### src/rtl/serie_paralelo_alineado.sv
// Serial-to-parallel converter with comma-based word alignment and a lock state machine.
// Latency: zero cycles, so valid_out and parallel_out update on the edge that samples a word's last bit. No backpressure: the serial input is never stalled.
module serie_paralelo_alineado #(
    parameter int               WIDTH      = 8,
    parameter logic [WIDTH-1:0] COMMA      = WIDTH'(8'hBC),
    parameter int               LOCK_COUNT = 4,
    parameter int               LOSS_COUNT = 3
) (
    input  logic             clk_8f,
    input  logic             reset,
    input  logic             data_in,
    output logic             valid_out,
    output logic [WIDTH-1:0] parallel_out,
    output logic             locked,
    output logic             lock_lost
);

    localparam int             BCW      = $clog2(WIDTH);
    localparam logic [BCW-1:0] LAST_BIT = BCW'(WIDTH - 1);
    localparam logic [3:0]     LOCK_N   = 4'(LOCK_COUNT);
    localparam logic [3:0]     LOSS_N   = 4'(LOSS_COUNT);

    typedef enum logic [1:0] {HUNT, ALIGN, LOCKED} state_t;

    state_t           state_q, state_d;
    logic [WIDTH-1:0] shift_q, shift_d;
    logic [BCW-1:0]   bit_cnt_q, bit_cnt_d;
    logic [3:0]       comma_cnt_q, comma_cnt_d;
    logic [3:0]       miss_cnt_q, miss_cnt_d;
    logic             valid_q, valid_d;
    logic [WIDTH-1:0] par_q, par_d;
    logic             locked_q, locked_d;
    logic             lost_q, lost_d;

    logic [WIDTH-1:0] cand;
    logic             is_comma;
    logic             at_boundary;
    logic [3:0]       comma_inc;
    logic [3:0]       miss_inc;

    // cand already includes this cycle's bit, so a word is decided on its last bit.
    always_comb begin
        cand        = {shift_q[WIDTH-2:0], data_in};
        is_comma    = (cand == COMMA);
        at_boundary = (bit_cnt_q == LAST_BIT);
        comma_inc   = (comma_cnt_q == 4'hF) ? comma_cnt_q : comma_cnt_q + 4'd1;
        miss_inc    = (miss_cnt_q == 4'hF) ? miss_cnt_q : miss_cnt_q + 4'd1;
    end

    always_ff @(posedge clk_8f or posedge reset) begin
        if (reset) begin
            state_q     <= HUNT;
            shift_q     <= '0;
            bit_cnt_q   <= '0;
            comma_cnt_q <= '0;
            miss_cnt_q  <= '0;
            valid_q     <= 1'b0;
            par_q       <= '0;
            locked_q    <= 1'b0;
            lost_q      <= 1'b0;
        end else begin
            state_q     <= state_d;
            shift_q     <= shift_d;
            bit_cnt_q   <= bit_cnt_d;
            comma_cnt_q <= comma_cnt_d;
            miss_cnt_q  <= miss_cnt_d;
            valid_q     <= valid_d;
            par_q       <= par_d;
            locked_q    <= locked_d;
            lost_q      <= lost_d;
        end
    end

    always_comb begin
        state_d     = state_q;
        shift_d     = cand;
        bit_cnt_d   = at_boundary ? '0 : bit_cnt_q + BCW'(1);
        comma_cnt_d = comma_cnt_q;
        miss_cnt_d  = miss_cnt_q;
        case (state_q)
            HUNT: begin
                bit_cnt_d = '0;
                if (is_comma) begin
                    comma_cnt_d = 4'd1;
                    miss_cnt_d  = '0;
                    state_d     = (LOCK_COUNT == 1) ? LOCKED : ALIGN;
                end
            end
            ALIGN: begin
                if (at_boundary) begin
                    if (is_comma) begin
                        comma_cnt_d = comma_inc;
                        if (comma_inc >= LOCK_N) begin
                            state_d = LOCKED;
                        end
                    end else begin
                        comma_cnt_d = '0;
                        state_d     = HUNT;
                    end
                end
            end
            LOCKED: begin
                if (is_comma) begin
                    if (at_boundary) begin
                        miss_cnt_d = '0;
                    end else if (miss_inc >= LOSS_N) begin
                        // The losing comma is consumed here; HUNT starts fresh next cycle.
                        state_d     = HUNT;
                        miss_cnt_d  = '0;
                        comma_cnt_d = '0;
                        bit_cnt_d   = '0;
                    end else begin
                        miss_cnt_d = miss_inc;
                    end
                end
            end
            default: state_d = HUNT;
        endcase
    end

    always_comb begin
        valid_d  = (state_q == LOCKED) && at_boundary && !is_comma;
        par_d    = valid_d ? cand : par_q;
        locked_d = (state_d == LOCKED);
        lost_d   = (state_q == LOCKED) && (state_d == HUNT);
    end

    assign valid_out    = valid_q;
    assign parallel_out = par_q;
    assign locked       = locked_q;
    assign lock_lost    = lost_q;

endmodule

### config.mk
export PLATFORM = sky130hd
export DESIGN_NAME = serie_paralelo_alineado
export DESIGN_NICKNAME = d
export VERILOG_FILES = /design/src/rtl/serie_paralelo_alineado.sv
export SDC_FILE = /design/constraint.sdc
export NUM_CORES = 1
export LEC_CHECK = 0
export CELL_PAD_IN_SITES_DETAIL_PLACEMENT = 1
export CELL_PAD_IN_SITES_GLOBAL_PLACEMENT = 1
export CORE_MARGIN = 2
export CORE_UTILIZATION = 45
export DETAILED_ROUTE_END_ITERATION = 12
export MAX_ROUTING_LAYER = met4
export PLACE_DENSITY = 0.78
export RECOVER_POWER = 25
export SYNTH_ARGS = -nofsm -noshare
export SYNTH_HDL_FRONTEND = slang
export SYNTH_SLANG_ARGS = --single-unit
### constraint.sdc
create_clock -name clk_8f -period 2.2 [get_ports clk_8f]
set_clock_uncertainty 0.05 [all_clocks]
set_input_delay 0.44 -clock clk_8f [delete_from_list [all_inputs] [get_ports clk_8f]]
set_output_delay 0.44 -clock clk_8f [all_outputs]
set_load 0.02 [all_outputs]
==> Word-level counts from Yosys, hierarchy flattened <==
Index checks and enable logic that the tools add are counted.
{ "word_totals": {"register_bits": 31, "in_bits": 3, "out_inout_bits": 11, "elab_cells": 63} }
{ "op_classes": {"add_sub_neg": 3, "n_lt_le_gt_ge": 2, "eq_ne": 12, "n_mux": 27, "reduce_logical": 10} }
{ "op_table": {"columns": ["operator", "n"], "rows": [
  ["4-bit 2-to-1 mux", 12],
  ["2-bit 2-to-1 mux", 7],
  ["3-bit 2-to-1 mux", 4],
  ["4-bit one-hot mux with 3 select lines", 1],
  ["2-bit != test, second input constant", 5],
  ["4-bit by 1-bit adder with 4-bit output, second input constant", 2],
  ["4-bit == test, second input constant", 2],
  ["8-bit == test, second input constant", 1],
  ["4-bit one-hot mux with 2 select lines", 1],
  ["2-bit one-hot mux with 3 select lines", 1],
  ["3-bit one-hot mux with 2 select lines", 1],
  ["6-bit AND reduction", 1],
  ["2-bit == test, second input constant", 2],
  ["4-bit by 2-bit >= comparator with 1-bit output, second input constant", 1],
  ["4-bit by 3-bit >= comparator with 1-bit output, second input constant", 1],
  ["2-bit logical NOT", 2],
  ["3-bit by 1-bit adder with 3-bit output, second input constant", 1],
  ["3-bit == test, second input constant", 1],
  ["1-bit logical AND", 3],
  ["3-bit AND reduction", 1],
  ["3-bit nonzero test", 1],
  ["2-bit by 1-bit == test with 1-bit output, second input constant", 1],
  ["2-bit nonzero test", 1],
  ["1-bit logical NOT", 1]
]} }

==> Logic depth before layout (Yosys ltp) <==
{ "logic_depth": {"ltp_word": 9, "mapped_depth": 7} }

==> Worst setup path before layout <==
Ideal clock, no wire load.
{ "synth_path": {"path_type": "register to register", "from": "reg bit_cnt_q[0]", "to": "reg lost_q, in the netlist lock_lost", "setup_ns": 0.087, "t_arrival_ns": 1.706, "path_slack_ns": 0.357, "path_stages_with_launch": 7, "synth_period_minus_slack_ns": 1.843, "path_cell_list": "dfrtp_1 > ha_1 > ha_1 > o31ai_4 > o41ai_2 > a211o_1 > a211oi_2"} }
{ "synth_between": {"elab_chain_len": 6, "word_cells_on_any_way": 7, "cone_classes": "eq/ne (1); mux (4); reduce/logical (2)"} }
{ "synth_lines": {"columns": ["element", "line_no", "source"], "rows": [
  ["start, declared", "27", "logic [BCW-1:0] bit_cnt_q, bit_cnt_d;"],
  ["start signal, assigned", "64", "bit_cnt_q <= bit_cnt_d;"],
  ["3-bit == test (*)", "45", "at_boundary = (bit_cnt_q == LAST_BIT);"],
  ["2-bit 2-to-1 mux", "104", "if (at_boundary) begin"],
  ["2-bit 2-to-1 mux", "103", "if (is_comma) begin"],
  ["2-bit one-hot mux with 3 select lines (*)", "80", "case (state_q)"],
  ["2-bit logical NOT (*)", "125", "lost_d = (state_q == LOCKED) && (state_d == HUNT);"],
  ["1-bit logical AND (*)", "125", null],
  ["named net lost_d", "33", "logic lost_q, lost_d;"],
  ["end signal, assigned", "70", "lost_q <= lost_d;"],
  ["end, declared", "33", null]
]} }
The timed path passes the listed nets; every way through them passes the cells marked *.
A chain may end at the register's enable or synchronous reset.

==> Worst setup path in the final report <==
{ "layout_path": {"from": "in data_in", "to": "reg comma_cnt_q[1]"} }
{ "layout_between": {"elab_chain_len": 4, "word_cells_on_any_way": 7, "cone_classes": "eq/ne (3); mux (3); reduce/logical (1)"} }
{ "layout_lines": {"columns": ["element", "line_no", "source"], "rows": [
  ["start, declared", "11", "input logic data_in,"],
  ["8-bit == test (*)", "44", "is_comma = (cand == COMMA);"],
  ["4-bit 2-to-1 mux", "91", "if (is_comma) begin"],
  ["4-bit 2-to-1 mux", "90", "if (at_boundary) begin"],
  ["4-bit one-hot mux with 3 select lines", "80", null],
  ["end signal, assigned", "65", "comma_cnt_q <= comma_cnt_d;"],
  ["end, declared", "28", "logic [3:0] comma_cnt_q, comma_cnt_d;"]
]} }
Every way passes the cells marked *; elsewhere a longest branch is shown, timed or not. The select of a mux whose other input is x is not followed.

==> flow_summary_export.csv <==
group,metric,value,unit
clocking,max-clock-path-buffers,2,
global_route,grt_pass1_vias,1060,
clocking,cts_hold_buf,0,
logic_synthesis,ys_ff_latch,31,
clocking,postCtsSetupBuffers,0,
sta,whs,0.368,ns
sta,worst_pin_slew,0.747,ns
place,gp_congestion,0.737,
logic_synthesis,synth_nets,132,
place,dpl_cell_area,1710,sq um
clocking,cts_sinks,31,
logic_synthesis,synth_area_per_cell,12.4,sq um
logic_synthesis,synth_edf_count,0,
pwr,p_int,0.983,mW
logic_synthesis,yosys_warnings,0,
drt,highest_layer,"met4",
logic_synthesis,netlist_top_cells_area,"dfrtp_1 (52%), ha_1 (6.7%), mux2_2 (5.2%), o21a_1 (2.0%), nand4bb_4 (1.8%)",
pwr,p_per_area,759,nW/um^2
clocking,clk_pin_slew,0.10,ns
drt,first_iter_violations,37,
die,die_y,61.8,microns
die,die_width,61.8,microns
drt,via_per_inst,5.55,
worst_hold_path,hold_class,"flop to flop",
die,ios,14,
logic_synthesis,netlist-cell-type-count,44,
logic_synthesis,netlist_instances,121,
drt,route.met2.wl,1680,microns
clocking,ctsRootBufferMaster,"clkbuf_4",
sta,fin_tns_setup,0,ns
logic_synthesis,synth-main-ff-cell,"dfrtp_1",
sta,timing.slew.headroom,0.502,
clocking,cts-resized-gates,0,
critical_path,path_max_fanout,7,
critical_path,required,2.40,ns
place,dp_hpwl,2300,microns
clocking,cts_buffers,5,
drt,drtPass1Iterations,4,
outcome,outcome,"finished clean",
cells_and_area,drive_gt1_frac,0.214,
logic_synthesis,synth_common_cells,"dfrtp_1 (31), ha_1 (8), inv_1 (7), mux2_2 (7), nor2_1 (6)",
die,die_area,3810,sq um
pwr,p_sw_frac,0.277,
logic_synthesis,synthArstFlopShare,1.00,
job,cap_viol_max_count,0,
pwr,seq_power_share,0.490,
logic_synthesis,post-synth-top-area-fraction,0.517,
drt,met1Wirelength,1360,microns
pwr,total_power,1.36,mW
place,io_buffers,13,
global_route,antenna_found_initial,0,
global_route,grt_pass1_wl,5180,microns
pwr,ir_drop,0.433,mV
cells_and_area,diodes,0,
clocking,clock_latency,0.33,ns
sta,rsz0062_at_grt,"false",
cells_and_area,stdcell_area,1790,sq um
sta,max_freq,481,MHz
place,dp_cells,181,
sta,finalMaxSlewViolations,0,
cells_and_area,layout.nets,155,
logic_synthesis,synth_area,1500,sq um
sta,setup_viol,0,
pwr,p_sw,0.377,mW
drt,wl_per_cell,16.7,microns
drt,vias,1049,
sta,period_share,0.944,
logic_synthesis,yosysSeqAreaShare,0.517,
logic_synthesis,synth_area_leader_cell,"dfrtp_1",
global_route,grt_max_degree,32,
critical_path,worstPathArrival,2.28,ns
clocking,tritoncts,"yes",
pwr,clkPwrFrac,0.344,
critical_path,crit_type,"primary input to flop",
pwr,power_frac_comb,0.166,
drt,drc,0,
die,start_util,0.484,
logic_synthesis,synth_most_common_cell,"dfrtp_1",
sta,hold_viol_final,0,
cells_and_area,fin_cells,189,
pwr,power.leakage,0.826,nW
die,core,3100,sq um
critical_path,worstSetupStartpointType,"primary input",
cells_and_area,fillers,341,
sta,fin_crit,2.08,ns
die,std_cell_rows,20,
drt,dr_wl_met3,92,microns
critical_path,cp-end-kind,"flop",
global_route,grt-ovfl-total,0,
global_route,grt.total_usage,0.201,
drt,wirelength,3160,microns
cells_and_area,syn2layout_area_growth,19.4,%
clocking,htree_levels,2,
drt,antenna_left,0,
[worst max-delay path, cell delays in order]
cell and delay, ns:
dlygate4sd3_1 0.57, nand4bb_4 0.30, nor2_4 0.21, o2111ai_2 0.25
or2_1 0.30, o22ai_1 0.20
[power by group through the flow]
stage               Clock (mW)  Sequential (mW)  Combinational, mW
floorplan                    0            0.665              0.172
detailed placement           0            0.678              0.227
global placement             0            0.673              0.207
finish                   0.469            0.666              0.225
global route             0.497            0.674              0.257
CTS                      0.482            0.667              0.229
[kinds of logic (layout without fill, tap and decap cells)]
| logic type | after synthesis | count (layout) | synth area share |
|---|---|---|---|
| adder cells (fa/ha/maj) | 8 | 8 | 0.0667 |
| AO/OA/AOI/OAI | 30 | 30 | 0.167 |
| multiplexers | 7 | 7 | 0.0525 |
| buffers and inverters | 8 | 32 | 0.0200 |
| AND/OR/NAND/NOR | 37 | 37 | 0.178 |
| flip-flops | 31 | 31 | 0.517 |
[layout make-up]
type | count | area (sq um) | area share
clock buffers | 6 | 51.3 | 0.0286
clock inverters | 2 | 35.0 | 0.0195
inverters | 8 | 30.0 | 0.0167
multi-input cells | 82 | 696 | 0.388
flip-flops and latches | 31 | 776 | 0.433
well taps | 44 | 55.1 | 0.0307
repair buffers | 16 | 150 | 0.0837
[registers in the layout, summed over array words and instances, names as in the netlist]
name          cells
miss_cnt_q        4
lock_lost         1
parallel_out      8
bit_cnt_q         3
locked            1
state_q           2
comma_cnt_q       4
valid_out         1
shift_q           7
[metal layers]
| metal | GRT usage | vias up |
|---|---|---|
| met1 | 0.244 | 541 |
| met4 | 0.0547 | 0 |
| met2 | 0.326 | 15 |
| li1 | - | 491 |
| met3 | 0.0621 | 2 |
| met5 | - | - |
[worst paths after layout]
| check | from | end | slack [ns] | depth (start not counted) |
|---|---|---|---|---|
| worst max-delay path | data_in | comma_cnt_q[1] | 0.12 | 6 |
| worst min-delay path | shift_q[0] | shift_q[1] | 0.37 | 0 |
| worst max register to register | bit_cnt_q[0] | parallel_out[7] | 0.15 | 5 |
| worst min register to register | shift_q[0] | shift_q[1] | 0.37 | 0 |
| max in group asynchronous | reset | state_q[0] | 0.92 | 3 |
| min in group asynchronous | reset | parallel_out[5] | 0.70 | 3 |
[layout by cell type, fill, tap and decap left out, drive strengths merged, types with 3 or more instances in the layout]
| cell | instances |
|---|---|
| a21oi | 3 |
| and2 | 3 |
| and3 | 3 |
| clkbuf | 7 |
| clkdlybuf4s50 | 11 |
| dfrtp | 31 |
| ha | 8 |
| inv | 8 |
| mux2 | 7 |
| nand2 | 5 |
| nor2 | 8 |
| nor3 | 4 |
| o21a | 4 |
| o21ai | 6 |
[through the flow]
| stage | util | setup slack (ns) |
|---|---|---|
| 2_1_floorplan | - | 0.357 |
| 3_3_place_gp | 0.551 | 0.0247 |
| 3_5_place_dp | 0.551 | -0.0645 |
| 4_1_cts | 0.579 | 0.132 |
| 5_1_grt | 0.578 | 0.00294 |
| 6_report | 0.578 | 0.122 |
(Power assumes the default switching activity.)
